## src/rtl/ysyx_040750_lsu_ctrl.sv

```systemverilog
// MEM-stage load/store controller: one aligned 64-bit memory access per
// request, with lane-shifted store data/strobes and aligned, extended loads.
module ysyx_040750_lsu_ctrl (
  input  logic        I_sys_clk,
  input  logic        I_rst,
  input  logic        I_req_valid,
  output logic        O_req_ready,
  input  logic        I_req_wen,
  input  logic [63:0] I_req_addr,
  input  logic [1:0]  I_req_size,
  input  logic        I_req_sext,
  input  logic [63:0] I_req_wdata,
  output logic        O_resp_valid,
  input  logic        I_resp_ready,
  output logic [63:0] O_resp_rdata,
  output logic        O_resp_err,
  output logic        O_resp_misalign,
  output logic        O_mem_req,
  input  logic        I_mem_gnt,
  output logic        O_mem_we,
  output logic [63:0] O_mem_addr,
  output logic [63:0] O_mem_wdata,
  output logic [7:0]  O_mem_wstrb,
  input  logic        I_mem_rvalid,
  input  logic [63:0] I_mem_rdata,
  input  logic        I_mem_err
);

  localparam logic [1:0] IDLE = 2'd0;
  localparam logic [1:0] REQ  = 2'd1;
  localparam logic [1:0] WAIT = 2'd2;
  localparam logic [1:0] RESP = 2'd3;

  logic [1:0]  state;
  logic        wen_q;
  logic [1:0]  size_q;
  logic        sext_q;
  logic [2:0]  shamt_q;
  logic [63:0] mem_addr_q;
  logic [63:0] mem_wdata_q;
  logic [7:0]  wstrb_q;
  logic [63:0] rdata_q;
  logic        err_q;
  logic        misalign_q;

  // Byte mask covering an access of the given size, before lane shifting.
  function automatic logic [7:0] base_mask(input logic [1:0] sz);
    case (sz)
      2'd0:    return 8'h01;
      2'd1:    return 8'h03;
      2'd2:    return 8'h0f;
      default: return 8'hff;
    endcase
  endfunction

  // Natural-alignment check: the low address bits inside the access size must be 0.
  function automatic logic is_misaligned(input logic [1:0] sz, input logic [2:0] a);
    case (sz)
      2'd0:    return 1'b0;
      2'd1:    return a[0];
      2'd2:    return |a[1:0];
      default: return |a;
    endcase
  endfunction

  // Move the addressed lanes down to bit 0, mask to size, optionally sign-extend.
  function automatic logic [63:0] fmt_load(input logic [63:0] raw, input logic [2:0] sh,
                                           input logic [1:0] sz, input logic sx);
    logic [63:0] d;
    logic [63:0] m;
    logic [7:0]  bm;
    logic        sb;
    d  = raw >> {sh, 3'b000};
    bm = base_mask(sz);
    m  = '0;
    for (int i = 0; i < 8; i++) begin
      m[i*8 +: 8] = {8{bm[i]}};
    end
    case (sz)
      2'd0:    sb = d[7];
      2'd1:    sb = d[15];
      2'd2:    sb = d[31];
      default: sb = 1'b0;
    endcase
    if (sx && sb) begin
      return (d & m) | ~m;
    end
    return d & m;
  endfunction

  // Transaction FSM; request fields are latched and pre-shifted at accept time
  // so every memory-side output is a plain register during REQ.
  always_ff @(posedge I_sys_clk) begin
    if (I_rst) begin
      state       <= IDLE;
      wen_q       <= 1'b0;
      size_q      <= 2'd0;
      sext_q      <= 1'b0;
      shamt_q     <= 3'd0;
      mem_addr_q  <= '0;
      mem_wdata_q <= '0;
      wstrb_q     <= '0;
      rdata_q     <= '0;
      err_q       <= 1'b0;
      misalign_q  <= 1'b0;
    end else begin
      case (state)
        IDLE: begin
          if (I_req_valid) begin
            wen_q       <= I_req_wen;
            size_q      <= I_req_size;
            sext_q      <= I_req_sext;
            shamt_q     <= I_req_addr[2:0];
            mem_addr_q  <= {I_req_addr[63:3], 3'b000};
            mem_wdata_q <= I_req_wdata << {I_req_addr[2:0], 3'b000};
            wstrb_q     <= I_req_wen ? (base_mask(I_req_size) << I_req_addr[2:0]) : 8'h00;
            rdata_q     <= '0;
            err_q       <= 1'b0;
            misalign_q  <= is_misaligned(I_req_size, I_req_addr[2:0]);
            state       <= is_misaligned(I_req_size, I_req_addr[2:0]) ? RESP : REQ;
          end
        end
        REQ: begin
          if (I_mem_gnt) begin
            state <= WAIT;
          end
        end
        WAIT: begin
          if (I_mem_rvalid) begin
            err_q   <= I_mem_err;
            rdata_q <= (I_mem_err || wen_q) ? 64'd0
                                            : fmt_load(I_mem_rdata, shamt_q, size_q, sext_q);
            state   <= RESP;
          end
        end
        default: begin
          if (I_resp_ready) begin
            state <= IDLE;
          end
        end
      endcase
    end
  end

  // Handshake and memory-request outputs decoded from state and registers only.
  always_comb begin
    O_req_ready     = (state == IDLE);
    O_resp_valid    = (state == RESP);
    O_resp_rdata    = rdata_q;
    O_resp_err      = err_q;
    O_resp_misalign = misalign_q;
    O_mem_req       = (state == REQ);
    O_mem_we        = (state == REQ) && wen_q;
    O_mem_addr      = mem_addr_q;
    O_mem_wdata     = mem_wdata_q;
    O_mem_wstrb     = (state == REQ) ? wstrb_q : 8'h00;
  end

endmodule

```

## config.mk

```make
export PLATFORM = sky130hd
export DESIGN_NAME = ysyx_040750_lsu_ctrl
export DESIGN_NICKNAME = d
export VERILOG_FILES = /design/src/rtl/ysyx_040750_lsu_ctrl.sv
export SDC_FILE = /design/constraint.sdc
export NUM_CORES = 1
export LEC_CHECK = 0
export ABC_AREA = 1
export ABC_CLOCK_PERIOD_IN_PS = 1900
export CORE_MARGIN = 2
export CORE_UTILIZATION = 45
export CTS_CLUSTER_DIAMETER = 80
export DETAILED_ROUTE_END_ITERATION = 7
export PLACE_DENSITY = 0.78
export SKIP_LAST_GASP = 1
export SLEW_MARGIN = 40
export SYNTH_ARGS = -nofsm -noshare
export SYNTH_HDL_FRONTEND = slang
export SYNTH_SLANG_ARGS = --single-unit
export TNS_END_PERCENT = 30
```

## constraint.sdc

```tcl
create_clock -name I_sys_clk -period 1.9 [get_ports I_sys_clk]
set_input_delay 0.38 -clock I_sys_clk [delete_from_list [all_inputs] [get_ports I_sys_clk]]
set_output_delay 0.38 -clock I_sys_clk [all_outputs]
set_load 0.02 [all_outputs]
```

==> flow_summary_export.csv <==
group,metric,value,unit
run_status,status,"complete, but fails checks",
run_status,violations,"setup timing",
clock_tree,clock_sinks,208,
layout,nFillCells,2086,
global_routing,grt_max_degree,63,
worst_setup_path,r2r-end,"O_resp_rdata[12]$_SDFFE_PP0P_",
min_path,min_from,"I_rst",
clock_tree,htreeDepth,1,
worst_setup_path,rr_startpoint,"shamt_q[0]$_SDFFE_PP0P_",
yosys,synth-simple-area-share,31.8,%
layout,syn_to_final_growth,53.6,%
timing,slew_violations,0,
power,ir_drop,898,µV
placed_design,dpl.cell_count,2414,
worst_setup_path,worstPathBufferInverterCount,1,
yosys,synth_top_family_by_area,"simple AND/OR/NAND/NOR gates",
layout,final_common_cell,"nand2_1",
timing,max_freq,517,MHz
layout,stdcell_count,2467,
yosys,synth_edf_count,0,
clock_tree,clockBufferDepth,3,
worst_setup_path,required,1.52,ns
yosys,synth_sequential_area_ratio,37.2,%
yosys,syn-instance-count,1720,
worst_setup_path,crit_family,"buffers and inverters",
yosys,yosys.area_share.adder,0.447,%
floorplan,core-area,24400,µm²
yosys,synth_area,11200,µm²
placed_design,hpwl,33900,µm
yosys,ys_ff_latch,208,
yosys,ys.flop_type,"dfxtp_1",
drt,wl_per_cell,19.0,µm
floorplan,start_util,45.9,%
placed_design,placed_area,16000,µm²
layout,fin_nets,2334,
yosys,synth-compound-area-share,19.3,%
worst_setup_path,slowest_delay,0.63,ns
worst_setup_path,worstPathMaxFanout,2,
global_routing,antenna_found_initial,4,
clock_tree,cts_root_buf,"clkbuf_16",
yosys,synth_xor_area_share,0,%
layout,antenna_cells,0,
worst_setup_path,rrSetupSlack,0.07,ns
timing,finalCritPeriodShare,102,%
min_path,hold_path.class,"input pin to flip-flop",
placed_design,io_buffers,405,
timing,min_period,1.94,ns
drt,drt_iter0_drc,1348,
worst_setup_path,slowest_stage,"clkdlybuf4s50_1",
worst_setup_path,cp-start-kind,"flip-flop",
timing,worst_slew_pin_slew,0.674,ns
layout,drive_above_1_share,11.2,%
clock_tree,clk_pin_slew,0.06,ns
floorplan,io_pins,409,
worst_setup_path,criticalPathCategory,"flip-flop to output port",
timing,final.setup.tns,-0.257,ns
drt,viasPerCell,5.48,
clock_tree,cts_buffers,25,
layout,final_cell_mix,"nand2_1, clkdlybuf4s50_1, dfxtp_1, nor2_1, a21oi_1",
timing,finalWorstSetupSlack,-0.0360,ns
clock_tree,tritoncts,"yes",
timing,setup_viol_count_final,25,
worst_setup_path,cp-startpoint,"O_mem_wdata[55]$_SDFFE_PP0P_",
drt,wl,46900,µm
global_routing,grt.total_usage,33.6,%
clock_tree,clock_latency,0.54,ns
yosys,synth_cell_types,41,
global_routing,grt_first_pass_wirelength,69800,µm
drt,vias,13500,
worst_setup_path,crit_path_cell_trace,"clkdlybuf4s50_1",
global_routing,grt_pass1_vias,12900,
min_path,hold_path_depth,3,
min_path,hold_end,"O_mem_wdata[3]$_SDFFE_PP0P_",
floorplan,die_area,26200,µm²
yosys,syn_avg_cell_area,6.51,µm²
yosys,muxShareOfSynthArea,1.97,%
timing,relSlewSlack,55.0,%
run,drv_cap,0,
power,leakage,7.66,nW
timing,hold_viol_final,0,
timing,rsz0062_at_grt,"yes",
placed_design,place_ws,-0.230,ns
drt,antenna_left,0,
placed_design,gp_congestion,1.01,
worst_setup_path,crit_path_end_kind,"output port",
floorplan,die_width,162,µm
timing,hold-worst-slack,0.352,ns
power,power.density,1140,nW/µm²
worst_setup_path,reg2reg_depth,10,
layout,final_area,17200,µm²
drt,first_pass_iters,5,
yosys,async_flop_share,0,%
global_routing,overflow,0,
power,power.total,19.5,mW
worst_setup_path,critPathArrivalTime,1.56,ns
layout,fin_util,70.5,%
floorplan,die_h,162,µm
drt,drc,0,
timing,clock_skew,0.0113,ns
floorplan,fp-row-count,57,
yosys,yosys_warnings,0,
==> cell usage after synthesis (22+ instances only) <==
library cell  instances  area, µm²
nand2_1             509       1910
dfxtp_1             208       4160
nor2_1              177        664
a21oi_1             149        746
nand3_1             133        666
o21ai_0             122        611
inv_1                89        334
clkbuf_1             67        251
buf_2                36        180
o211ai_1             26        195
mux2i_1              22        220
==> logic make-up after synthesis <==
logic type,after synthesis
and+or+nand+nor,866
AOI/OAI and AO/OA,383
other,1
DFF,208
adders and majority gates,4
muxes,22
buffers and inverters,236
==> worst max path at each step <==
| stage | end | cells past startpoint |
|---|---|---|
| finish | O_mem_wdata[55] | 1 |
| global route | O_resp_rdata[12]$_SDFFE_PP0P_ | 10 |
| CTS | O_mem_wstrb[1] | 6 |
| detailed placement | O_resp_rdata[11]$_SDFFE_PP0P_ | 10 |
| global placement | O_resp_rdata[9]$_SDFFE_PP0P_ | 10 |
| floorplan | O_resp_rdata[39]$_SDFFE_PP0P_ | 12 |
==> per-layer routing <==
metal	wire [µm]	part of all wire, %	GRT usage, %	vias up
met2	22400	48	57.2	736
li1	-	-	-	6450
met1	17800	38	40.2	6203
met4	2400	5.1	16.2	6
met3	4350	9.3	7.46	132
met5	32	0.068	0	-
==> sequential cells by signal (all words and copies together), names as in the netlist <==
signal,flops
wstrb_q,8
O_resp_err,1
O_resp_rdata,64
O_resp_misalign,1
sext_q,1
shamt_q,3
O_mem_wdata,64
state,2
wen_q,1
size_q,2
O_mem_addr,61
==> layout make-up <==
type / count / area, µm² / share of cell area, %
clock inverter: 10 / 193 / 1.12
multi-input combinational: 1279 / 6090 / 35.4
clock buffer: 33 / 706 / 4.10
tap: 324 / 405 / 2.36
timing repair buffer: 517 / 5270 / 30.6
inverter: 96 / 370 / 2.15
sequential: 208 / 4170 / 24.3
==> what timing repair did <==
action / 4_1_cts / 5_1_grt
pin swaps: 0 / 2
resized for setup: 64 / 50
endpoints found under the setup margin: 111 / 207
cloned: 0 / 8
buffers inserted: 2 / 0
hold buffers: 0 / 0
==> power by group <==
part | internal (mW) | switching [mW] | total [mW]
clock | 3.29 | 1.97 | 5.26
sequential | 5.00 | 0.416 | 5.42
combinational | 3.68 | 5.18 | 8.86
total | 12.0 | 7.57 | 19.5
==> worst register-to-register path: cells and delay by family (launching register included) <==
| family | cells | cell delay [ns] |
|---|---|---|
| muxes | 1 | 0.26 |
| AOI/OAI and AO/OA | 1 | 0.07 |
| DFF | 1 | 0.40 |
| and+or+nand+nor | 5 | 0.56 |
| buffers and inverters | 3 | 0.41 |
Power figures use the tool's default switching activity.
